**src/rtl/board_pkg.sv**
```systemverilog
// Shared board-level types and constants for the button, clock-divider and
// display blocks.
package board_pkg;

    typedef enum logic [1:0] {
        IDLE         = 2'd0,
        PRESS_WAIT   = 2'd1,
        HELD         = 2'd2,
        RELEASE_WAIT = 2'd3
    } btn_state_e;

    // Also the clock divider's terminal count, so both blocks agree on timing.
    localparam int DEBOUNCE_CYCLES_DEF = 50000;

endpackage

```
**src/rtl/btn_step_pulse_if.sv**
```systemverilog
// Button-in / debounced-events-out bundle for btn_step_pulse.
interface btn_step_pulse_if #(
    parameter int COUNT_W = 8
);
    logic               btn_in;
    logic               btn_level;
    logic               step_pulse;
    logic               release_pulse;
    logic [COUNT_W-1:0] press_count;

    // Source side: drives the raw button and consumes the clean events.
    modport master (
        output btn_in,
        input  btn_level, step_pulse, release_pulse, press_count
    );

    // Debouncer side.
    modport slave (
        input  btn_in,
        output btn_level, step_pulse, release_pulse, press_count
    );
endinterface

```
**src/rtl/sync2.sv**
```systemverilog
// 1-bit two-flop synchronizer with synchronous active-high reset; output lags
// the input by two clock edges.
module sync2 (
    input  logic clk_i,
    input  logic rst_i,
    input  logic d_i,
    output logic q_o
);
    logic meta_q;
    logic sync_q;

    always_ff @(posedge clk_i) begin
        if (rst_i) begin
            meta_q <= 1'b0;
            sync_q <= 1'b0;
        end else begin
            meta_q <= d_i;
            sync_q <= meta_q;
        end
    end

    assign q_o = sync_q;
endmodule

```
**src/rtl/btn_step_pulse.sv**
```systemverilog
// Debounces a raw push-button into a clean level plus one-cycle press/release
// pulses and a wrapping press counter, all in the CLK_in domain.
module btn_step_pulse
    import board_pkg::*;
#(
    parameter int DEBOUNCE_CYCLES = DEBOUNCE_CYCLES_DEF,
    parameter int CNT_W           = 21,
    parameter int COUNT_W         = 8
) (
    input  logic             CLK_in,
    input  logic             Reset,
    btn_step_pulse_if.slave  bus
);
    localparam logic [1:0]       ST_IDLE         = IDLE;
    localparam logic [1:0]       ST_PRESS_WAIT   = PRESS_WAIT;
    localparam logic [1:0]       ST_HELD         = HELD;
    localparam logic [1:0]       ST_RELEASE_WAIT = RELEASE_WAIT;
    localparam logic [CNT_W-1:0] CNT_LAST        = CNT_W'(DEBOUNCE_CYCLES - 1);

    logic               s;
    logic [1:0]         state_q, state_d;
    logic [CNT_W-1:0]   cnt_q, cnt_d;
    logic               level_q, level_d;
    logic               step_q, step_d;
    logic               rel_q, rel_d;
    logic [COUNT_W-1:0] count_q, count_d;

    sync2 u_sync (
        .clk_i (CLK_in),
        .rst_i (Reset),
        .d_i   (bus.btn_in),
        .q_o   (s)
    );

    // cnt never wraps: both wait states exit at CNT_LAST before incrementing.
    always_comb begin
        state_d = state_q;
        cnt_d   = cnt_q;
        level_d = level_q;
        step_d  = 1'b0;
        rel_d   = 1'b0;
        count_d = count_q;
        case (state_q)
            ST_IDLE: begin
                if (s) begin
                    state_d = ST_PRESS_WAIT;
                    cnt_d   = '0;
                end
            end
            ST_PRESS_WAIT: begin
                if (!s) begin
                    state_d = ST_IDLE;
                end else if (cnt_q == CNT_LAST) begin
                    state_d = ST_HELD;
                    level_d = 1'b1;
                    step_d  = 1'b1;
                    count_d = count_q + COUNT_W'(1);
                end else begin
                    cnt_d = cnt_q + CNT_W'(1);
                end
            end
            ST_HELD: begin
                if (!s) begin
                    state_d = ST_RELEASE_WAIT;
                    cnt_d   = '0;
                end
            end
            ST_RELEASE_WAIT: begin
                // Bouncing back high returns to HELD without a new press event.
                if (s) begin
                    state_d = ST_HELD;
                end else if (cnt_q == CNT_LAST) begin
                    state_d = ST_IDLE;
                    level_d = 1'b0;
                    rel_d   = 1'b1;
                end else begin
                    cnt_d = cnt_q + CNT_W'(1);
                end
            end
            default: state_d = ST_IDLE;
        endcase
    end

    always_ff @(posedge CLK_in) begin
        if (Reset) begin
            state_q <= ST_IDLE;
            cnt_q   <= '0;
            level_q <= 1'b0;
            step_q  <= 1'b0;
            rel_q   <= 1'b0;
            count_q <= '0;
        end else begin
            state_q <= state_d;
            cnt_q   <= cnt_d;
            level_q <= level_d;
            step_q  <= step_d;
            rel_q   <= rel_d;
            count_q <= count_d;
        end
    end

    assign bus.btn_level     = level_q;
    assign bus.step_pulse    = step_q;
    assign bus.release_pulse = rel_q;
    assign bus.press_count   = count_q;
endmodule

```
**src/flat_wrapper.sv**
```systemverilog
// flat-port wrapper written by rule: the top's interface ports become plain ports
module btn_step_pulse_flat import board_pkg::*;
#(
    parameter int DEBOUNCE_CYCLES = DEBOUNCE_CYCLES_DEF,
    parameter int CNT_W           = 21,
    parameter int COUNT_W         = 8
)
  (CLK_in, Reset, bus_btn_in, bus_btn_level, bus_step_pulse, bus_release_pulse, bus_press_count);
  btn_step_pulse_if #(.COUNT_W(COUNT_W)) bus_i ();
  input  logic CLK_in;
  input  logic Reset;
  input wire logic [$bits(bus_i.btn_in)-1:0] bus_btn_in;
  output wire logic [$bits(bus_i.btn_level)-1:0] bus_btn_level;
  output wire logic [$bits(bus_i.step_pulse)-1:0] bus_step_pulse;
  output wire logic [$bits(bus_i.release_pulse)-1:0] bus_release_pulse;
  output wire logic [$bits(bus_i.press_count)-1:0] bus_press_count;
  assign bus_i.btn_in = bus_btn_in;
  assign bus_btn_level = bus_i.btn_level;
  assign bus_step_pulse = bus_i.step_pulse;
  assign bus_release_pulse = bus_i.release_pulse;
  assign bus_press_count = bus_i.press_count;
  btn_step_pulse #(.DEBOUNCE_CYCLES(DEBOUNCE_CYCLES), .CNT_W(CNT_W), .COUNT_W(COUNT_W)) u_core (.CLK_in(CLK_in), .Reset(Reset), .bus(bus_i));
endmodule
```
**config.mk**
```make
export PLATFORM = sky130hd
export DESIGN_NAME = btn_step_pulse_flat
export DESIGN_NICKNAME = d
export VERILOG_FILES = /design/src/rtl/board_pkg.sv /design/src/rtl/btn_step_pulse_if.sv /design/src/rtl/sync2.sv /design/src/rtl/btn_step_pulse.sv /design/src/flat_wrapper.sv
export SDC_FILE = /design/constraint.sdc
export NUM_CORES = 1
export LEC_CHECK = 0
export CORE_UTILIZATION = 50
export DETAILED_ROUTE_END_ITERATION = 8
export PLACE_DENSITY = 0.7
export SLEW_MARGIN = 20
export SYNTH_ARGS = -nofsm -noshare
export SYNTH_HDL_FRONTEND = slang
export SYNTH_SLANG_ARGS = --single-unit
```
**constraint.sdc**
```tcl
create_clock -name CLK_in -period 2.81 [get_ports CLK_in]
set_input_delay 0.562 -clock CLK_in [delete_from_list [all_inputs] [get_ports CLK_in]]
set_output_delay 0.562 -clock CLK_in [all_outputs]
set_load 0.005 [all_outputs]
```
==> results of run 1 <==
## logic make-up after synthesis
logic type	after synthesis	synth area share, %
compound gates	40	13.3
xor+xnor	6	2.74
fa+ha+maj	2	1.31
buf+inv	19	4.90
flops	36	37.6
mux	13	7.38
simple gates	117	32.8
## how the worst max path moves through the flow
stage                                             end  depth (start not counted)                    startpoint
2_1_floorplan  u_core.bus.press_count[7]$_SDFFE_PP0P_                          6  u_core.cnt_q[5]$_SDFFE_PP0P_
3_3_place_gp             u_core.cnt_q[0]$_SDFFE_PP0P_                          7  u_core.cnt_q[0]$_SDFFE_PP0P_
3_5_place_dp             u_core.cnt_q[0]$_SDFFE_PP0P_                          7  u_core.cnt_q[0]$_SDFFE_PP0P_
4_1_cts                  u_core.cnt_q[0]$_SDFFE_PP0P_                          7  u_core.cnt_q[0]$_SDFFE_PP0P_
5_1_grt                  u_core.cnt_q[7]$_SDFFE_PP0P_                          7  u_core.cnt_q[0]$_SDFFE_PP0P_
6_report                 u_core.cnt_q[0]$_SDFFE_PP0P_                          7  u_core.cnt_q[0]$_SDFFE_PP0P_
## final cells by class
cell class	count	share of cell area [%]
well taps	48	2.77
inverters	5	0.867
clock buffers	7	4.45
flip-flops and latches	36	33.3
multi-input cells	178	50.9
repair buffers	18	7.74
## layout by cell type (no fill, tap or decap), drive strengths merged, types with 5 or more instances in the layout
cell type	count
dfxtp	36
nor2	32
nand2	19
nand3	15
clkdlybuf4s50	13
a21oi	11
a22oi	10
mux2	9
nor3	8
nand4	8
clkbuf	7
o21ai	7
nor4	6
a31oi	6
inv	5
buf	5
## layer usage
layer / wire length, um / global-route usage [%]
met3: 172 / 4.64
met4: 65 / 9.09
met1: 2050 / 30.4
met5: 0 / 0
met2: 1820 / 35.1
## flip-flops by register name, indices dropped and copies added, names as in the netlist, named ones only
register and cells:
u_core.bus.press_count 8, u_core.bus.step_pulse 1, u_core.bus.btn_level 1, u_core.cnt_q 21
u_core.u_sync.q_o 1, u_core.bus.release_pulse 1, u_core.u_sync.meta_q 1, u_core.state_q 1
## metrics by stage
step / util (%) / cell area [um^2] / instances
3_3_place_gp: 56.5 / 2070 / 285
5_1_grt: 59.2 / 2170 / 292
6_report: 59.2 / 2170 / 292
3_5_place_dp: 56.5 / 2070 / 285
2_1_floorplan: - / 1920 / 233
4_1_cts: 59.2 / 2170 / 292
## power groups by stage
stage | combinational, mW | clock [mW] | sequential [mW]
final | 0.0416 | 0.393 | 0.518
after global routing | 0.0474 | 0.430 | 0.518
after CTS | 0.0421 | 0.404 | 0.518
after detailed placement | 0.0420 | 0 | 0.529
after global placement | 0.0414 | 0 | 0.529
after floorplan | 0.0267 | 0 | 0.528
==> flow_results.org, run 1 <==
** Synth
- Top cell type's share of synthesized area :: about 38%
- Among all cell types in the netlist, the one instantiated most often is sky130_fd_sc_hd__dfxtp_1.
- During synthesis, Yosys emitted a total of 0 warnings.
- Cell area after technology mapping :: approximately 0.0019 mm^2
- Cell type with the highest aggregate area in the netlist :: sky130_fd_sc_hd__dfxtp_1
- Synth Net Count :: roughly 240
- Synthesis instantiated 46 different standard cells from the library.
- In the synthesized netlist the async set-or-reset flop fraction comes to 0%.
- Main synth FF type :: sky130_fd_sc_hd__dfxtp_1
- Synthesis inferred 36 register bits.
- Yosys attributes the largest share of cell area to sky130_fd_sc_hd__dfxtp_1, sky130_fd_sc_hd__nor2_1, sky130_fd_sc_hd__mux2_2.
- Each instance of the synthesized netlist takes up on average between 8 and 9 um^2.
- EDFF count, synth :: 0
- The share of the Yosys chip area taken by registers is 37.6%.
- Instance count of the mapped netlist :: roughly 230
- Sorting the synthesized cells by how often they occur yields sky130_fd_sc_hd__dfxtp_1, sky130_fd_sc_hd__nor2_1, sky130_fd_sc_hd__nand2_1.

** Power and ir drop
- Dividing total power by cell area gives a power density of between 400 and 500 mW/mm^2.
- The design draws 0.952 mW.
- Summed over all nets, the switching power comes to about 0.20 mW.
- Fraction of power consumed by the clock network :: 41.2%
- Cell internal power was estimated by the tool at 0.749 mW.
- Summed over all cells, the static leakage comes to 0.748 nW.
- Worst vdd ir :: just over 0.0003 V
- Combinational cells account for 4.4% of the total power.
- Net switching is 21.3% of the power.
- Part of the power in registers :: 54.4%

** Setup path
- Worst path max stage delay :: between 0.6 and 0.7 ns
- Sort of element at the end of the critical path :: flop
- Data on the critical path is required at its endpoint by slightly below 3 ns.
- In this run the critical register-to-register path is captured at u_core.cnt_q[0]$_SDFFE_PP0P_.
- The number of cells on the worst reg-to-reg path is 7.
- Worst R2R Start :: u_core.cnt_q[0]$_SDFFE_PP0P_
- Slowest CP cell :: sky130_fd_sc_hd__o21ai_2
- Critical path peak fanout :: 15
- STA classifies the critical path startpoint as a flop.
- CP delay by family, top :: compound AO/OA/AOI/OAI gates
- Critical path type :: flop to flop
- Cell chain of the critical path :: ha_1 -> and3_1 -> nand4_1 -> o21ai_2 -> buf_4 -> or3b_2 -> a21oi_1
- Counting both buffers and inverters, the worst setup path holds a total of 1.
- The setup check on the worst reg-to-reg path leaves a slack of between 0.3 and 0.4 ns.
- Crit path arrival time :: approximately 2.6 ns

** Detailed routing
- The final route contains ~1700 vias.
- In this run, the number of DRC markers left after iteration 0 of detailed routing was 171.
- DRC :: 0
- Length of the first detailed-routing pass in iterations :: 4
- Number of vias per cell :: approximately 5.7
- Sum of routed wire length over all layers :: 4.11 mm
- Routed WL per cell :: 14.1 um
- Post-DRT Antenna Nets :: 0

** Finish
- In the final layout, flip-flops and latches occupy about 720 um^2.
- Area added between synthesis and finish :: 13.0%
- Number of diodes :: 0
- Summing all multi-input logic gate instances after layout gives between 0.001 and 0.0015 mm^2.
- The filler cells instantiated in the layout total 357.
- NumNets Final :: 249
- Fraction of layout cells with a size suffix above 1 :: between 10 and 15%

** Global route
- Wire length of the first global-routing pass :: ~7.2 mm
- Across every metal layer, demand over resource in global routing totals between 20% and 30%.
- Entering global routing, the biggest net connects 27 pins.
- Number of antenna violations at the first check in global routing :: 0
- Via count of the first global-routing pass :: 1579
- Grt total ovfl :: 0

** STA
- Slew @ Worst Pin :: 0.649 ns
- Setup violations remaining at the end of the flow were counted as 0.
- Measured against its own limit, the worst slew margin works out to a little under three fifths.
- Setup repair after global routing left no endpoint under its margin.
- Final hold violation count :: 0
- Hold timing on the final database bottoms out at a slack of 0.441 ns.
- Time the worst path needs with I/O delays and setup :: between 2 and 2.5 ns
- Final setup skew :: about 0.0054 ns
- Share of the cycle needed by the critical path after routing :: 86.9%
- Final Max Slew Viols :: 0
- Setup total negative slack on the finished layout was measured at 0 ns.
- Final WS setup :: ~0.37 ns
- Highest attainable clock frequency :: 409 MHz

** Place
- Half-perimeter wire length after placement :: about 2.9 mm
- During placement, the flow inserted port buffers numbering 13.
- Routability-driven placement finished with a final weighted congestion of 0.905.
- OpenSTA, run right after detailed placement, puts the worst setup slack at 0.413 ns.

** Clocking
- Number of H-tree levels :: 2
- Clock latency of the later-clocked register in the worst-skew pair :: about 0.28 ns
- After clock tree synthesis, the clock-pin slew on the worst setup and hold paths is 0.07 ns.
- Total of hold buffers inserted after clock tree synthesis :: 0
- Root Buffer :: sky130_fd_sc_hd__clkbuf_8
- Post-CTS timing repair inserted 0 buffers for setup.
- Counting along the longest clock path gives a buffer depth of 2.
- Number of sinks on the clock net :: 36
- TritonCTS built the clock tree.
- Post-cts resize count :: 0
- Total clock buffers created by CTS :: 5

** Outcome
- Result of the run :: finished clean

** Die
- Die W :: 63.9 um
- The floorplan step set the die height to about 64 um.
- The die covers 0.00409 mm^2.
- Starting density of the core :: between 50% and 60%
- Pin placement for this block handled 14 I/O pins.
- Core area :: 0.00366 mm^2
- Standard-cell rows :: 22

** Min path
- Min-Delay Path Depth :: 1
- Class of the most critical hold timing path :: flop to flop
- For hold timing, the worst endpoint is u_core.u_sync.q_o$_SDFF_PP0_.
- Min-Delay Startpoint :: u_core.u_sync.meta_q$_SDFF_PP0_

** Flow run
- Number of violations of the max-capacitance limit :: 0
(Power assumes the default switching activity.)
==> run 2, diff against run 1 <==
--- a/config.mk
+++ b/config.mk
@@ -5,9 +5,8 @@
 export SDC_FILE = /design/constraint.sdc
 export NUM_CORES = 1
 export LEC_CHECK = 0
-export CORE_UTILIZATION = 50
+export CORE_UTILIZATION = 35
 export DETAILED_ROUTE_END_ITERATION = 8
-export PLACE_DENSITY = 0.7
 export SLEW_MARGIN = 20
 export SYNTH_ARGS = -nofsm -noshare
 export SYNTH_HDL_FRONTEND = slang
==> run 2 against run 1 <==
  * Combinational power barely moved
  * Count of clock-buffer cells in the layout down 2
  * First-iteration DRC count is 18% lower
  * Register-to-register slack better by 0.095 ns
  * Clock power shrank 7.6%
  * Flip-flop and latch count did not move
  * Critical path depth down 1
  * Worst hold slack better by 0.013 ns
  * Maximum frequency is 4.1% higher
  * Clock skew down 0.0032 ns
  * Via count increased by 1.6%
  * Setup slack improved by 0.095 ns
  * Largest power group unchanged
==> flow_results.org, run 2 (synthesized netlist as in run 1, its figures left out) <==
** Outcome
- Result of the run: finished clean (unchanged).

** Die
- Die area :: 0.00578 mm^2 (was 0.00409 mm^2)
- Die span in y :: 76.0 um (was 63.9 um)
- # IOs :: 14 (unchanged)
- Standard-cell rows :: 26 (was 22)
- Core area :: 0.00520 mm^2 (was 0.00366 mm^2)
- Starting density of the core :: 36.8% (was 52.4%)
- The floorplan die width came to 76.0 um (was 63.9 um).

** Detailed routing
- The detailed-route wire length per cell was 13.4 um (was 14.1 um).
- The uppermost metal layer occupied by signal nets was met4 (unchanged).
- The residual antenna-violating net count after detailed routing is 0 (unchanged).
- Length of the first detailed-routing pass in iterations :: 5 (was 4)
- Sum of routed wire length over all layers :: 4.26 mm (was 4.11 mm)
- The via count of the routed design was 1703 (was 1676).
- The post-detailed-route DRC marker count is 0 (unchanged).
- The met2 routed wirelength was 1.91 mm (was 1.82 mm).
- The number of violations reported at the end of detailed-routing iteration 0 is 141 (was 171).
- Wire length the detailed router placed on met1 :: 2.16 mm (was 2.05 mm)
- Number of vias per cell :: 5.37 (was 5.74)
- The sum of met3 wire segment lengths after detailed routing was 132 um (was 172 um).

** Power and ir drop
- The ratio of total power to cell area was 419 mW/mm^2 (was 440 mW/mm^2).
- The switching power of the nets is 0.219 mW (was 0.203 mW).
- Fraction of power consumed by the clock network :: 39.4% (was 41.2%)
- Net switching fraction of the power :: 23.8% (was 21.3%)
- The fraction of power consumed by sequential logic is 56.1% (was 54.4%).
- The largest voltage drop on the vdd net is 0.000143 V (was 0.000310 V).
- Combinational group share of total power :: 4.5% (was 4.4%)
- Int Pwr :: 0.703 mW (was 0.749 mW)
- Leak pwr :: 0.754 nW (was 0.748 nW)

** Min path
- Min-Delay Endpoint :: u_core.u_sync.q_o$_SDFF_PP0_ (unchanged)
- Min-Delay Path Depth :: 1 (unchanged)
- The worst min-delay path class was flop to flop (unchanged).
- The startpoint of the most critical hold path is u_core.u_sync.meta_q$_SDFF_PP0_ (unchanged).

** Clocking
- Clock buffer depth :: 2 (unchanged)
- Clock latency of the later-clocked register in the worst-skew pair :: 0.29 ns (was 0.28 ns)
- Number of sinks on the clock net :: 36 (unchanged)
- The clock slew seen by the registers of the worst setup and hold paths is 0.07 ns (about the same).
- The number of buffers inserted by post-CTS setup repair was 0 (unchanged).
- The number of buffers created by CTS was 5 (unchanged).
- The CTS tree was done (unchanged).
- Number of H-tree levels :: 2 (unchanged)
- The master cell of the clock root buffer was sky130_fd_sc_hd__clkbuf_8 (unchanged).
- Post-cts resize count :: 0 (unchanged)
- The hold-fix buffer count after cts came to 0 (unchanged).

** Finish
- The flip-flop count of the largest register after layout was 21 (unchanged).
- The post-route core utilization came to 42.3% (was 59.2%).
- Largest register by flop count :: u_core.cnt_q (unchanged)
- Post-route cell area :: 0.00220 mm^2 (was 0.00217 mm^2)
- Commonest cells after routing, fill and taps aside: sky130_fd_sc_hd__dfxtp_1, sky130_fd_sc_hd__nor2_1, sky130_fd_sc_hd__nand2_1 (unchanged).
- Area added between synthesis and finish :: 14.8% (was 13.0%)
- Number of diodes :: 0 (unchanged)
- The number of nets in the finished design came to 251 (was 249).
- Leading cell type in the layout, fill and taps excluded :: sky130_fd_sc_hd__dfxtp_1 (unchanged)
- The share of cells above drive strength 1 came to 12.1% (was 11.1%).

** Global route
- Via count of the first global-routing pass :: 1587 (was 1579)
- Grt total ovfl :: 0 (unchanged)
- All-layer global routing usage :: 16.0% (was 22.6%)
- The global-route wire length before repair was 7.60 mm (was 7.16 mm).
- Largest net degree at the start of global routing :: 36 (was 27)
- The number of antenna violations at the first check in global routing came to 0 (unchanged).

** Setup path
- Critical path depth :: 6 (was 7)
- In this design, the critical path's most frequently occurring cell is sky130_fd_sc_hd__and3_1.
- CP delay by family, top :: simple AND/OR/NAND/NOR gates (was compound AO/OA/AOI/OAI gates)
- Data required time at the worst endpoint :: 2.99 ns (was 2.98 ns)
- Slowest CP cell :: sky130_fd_sc_hd__nor3_1 (was sky130_fd_sc_hd__o21ai_2)
- The startpoint of the lowest-slack register-to-register path is u_core.cnt_q[0]$_SDFFE_PP0P_ (unchanged).
- The type of the worst setup path is flop to flop (unchanged).
- The kind of capture point of the worst setup path was a flop (unchanged).
- Reg2Reg Capture Point :: u_core.bus.press_count[7]$_SDFFE_PP0P_ (was u_core.cnt_q[0]$_SDFFE_PP0P_)
- The length in cells of the worst reg-to-reg path is 6 (was 7).
- Worst Setup SP :: u_core.cnt_q[0]$_SDFFE_PP0P_ (unchanged)
- The critical-path maximum fanout was 9 (was 15).
- The category of the worst setup path launch point was a flop (unchanged).
- The largest stage delay on the critical path was 0.45 ns (was 0.66 ns).
- Cell chain of the critical path :: ha_1 -> and3_1 -> nand4_1 -> nor3_1 -> and3_1 -> mux2_1 (was ha_1 -> and3_1 -> nand4_1 -> o21ai_2 -> buf_4 -> or3b_2 -> a21oi_1)
- Crit path buffers/inverters :: 0 (was 1)
- Slack of the worst reg-to-reg path :: 0.46 ns (was 0.37 ns)
- The worst path arrival time came to 2.52 ns (was 2.61 ns).

** STA
- Final Max Slew Viols :: 0 (unchanged)
- The setup-violating endpoint count in the final report came to 0 (unchanged).
- Time the worst path needs with I/O delays and setup :: 2.35 ns (was 2.44 ns)
- The final worst-path cycle share was 83.5% (was 86.9%).
- Highest attainable clock frequency :: 426 MHz (was 409 MHz)
- The worst clock skew was 0.00216 ns (was 0.00538 ns).
- The actual slew at the worst max-slew pin was 0.584 ns (was 0.649 ns).
- Unrepaired setup endpoints after global routing :: false (unchanged)
- The worst slew margin relative to its limit was 60.7% (was 56.7%).
- The setup total negative slack is 0 ns (unchanged).
- The final hold slack came to 0.454 ns (was 0.441 ns).
- The final setup slack of the worst path is 0.463 ns (was 0.368 ns).
- Final hold violation count :: 0 (unchanged)

** Place
- The pre-CTS setup slack was 0.490 ns (was 0.413 ns).
- Half-perimeter wire length after placement :: 2.93 mm (was 2.88 mm)
- Routability congestion estimate :: 0.803 (was 0.905)
- Placed cell area :: 0.00211 mm^2 (was 0.00207 mm^2)
- The number of I/O port buffers is 13 (unchanged).

** Flow run
- Number of violations of the max-capacitance limit :: 0 (unchanged)
[run 2: changes by cell type in the layout (fill, tap and decap cells not counted), sizes merged]
cell	previous run	this run
buf	5	7
clkinv	0	3
clkbuf	7	5
[run 2: per-layer routing]
metal / track usage, % / up-vias
met2: 25.2 / 32
li1: - / 881
met3: 2.87 / 7
met5: 0 / -
met4: 5.77 / 0
met1: 21.9 / 783
[run 2: how the worst max path moves through the flow]
stage / end / slack, ns
2_1_floorplan: u_core.bus.press_count[7]$_SDFFE_PP0P_ / 0.75
3_3_place_gp: u_core.bus.press_count[7]$_SDFFE_PP0P_ / 0.56
3_5_place_dp: u_core.bus.press_count[7]$_SDFFE_PP0P_ / 0.49
4_1_cts: u_core.bus.press_count[7]$_SDFFE_PP0P_ / 0.48
5_1_grt: u_core.bus.press_count[7]$_SDFFE_PP0P_ / 0.32
6_report: u_core.bus.press_count[7]$_SDFFE_PP0P_ / 0.46
[run 2: worst reg2reg max path, delay by kind of cell, from the launching register on]
family / cells / cell delay (ns)
adders and majority gates: 1 / 0.25
DFF: 1 / 0.41
muxes: 1 / 0.31
and+or+nand+nor: 4 / 1.27
[run 2: final cells by class]
type	instances	area, um^2
fill	537	3010
multi-input combinational	178	1100
inverter	5	18.8
clock inverter	3	18.8
tap	70	87.6
timing repair buffer	20	183
sequential	36	721
clock buffer	5	68.8
[run 2: power by group through the flow]
stage               registers (mW)  clock network [mW]  logic (mW)
global placement             0.529                   0      0.0424
floorplan                    0.528                   0      0.0267
finish                       0.517               0.363      0.0417
global route                 0.518               0.402      0.0462
CTS                          0.517               0.374      0.0421
detailed placement           0.529                   0      0.0423
[run 2: stage by stage]
stage | power (mW) | std cells
global placement | 0.572 | 309
CTS | 0.934 | 317
floorplan | 0.555 | 233
global route | 0.966 | 317
finish | 0.922 | 317
detailed placement | 0.571 | 309
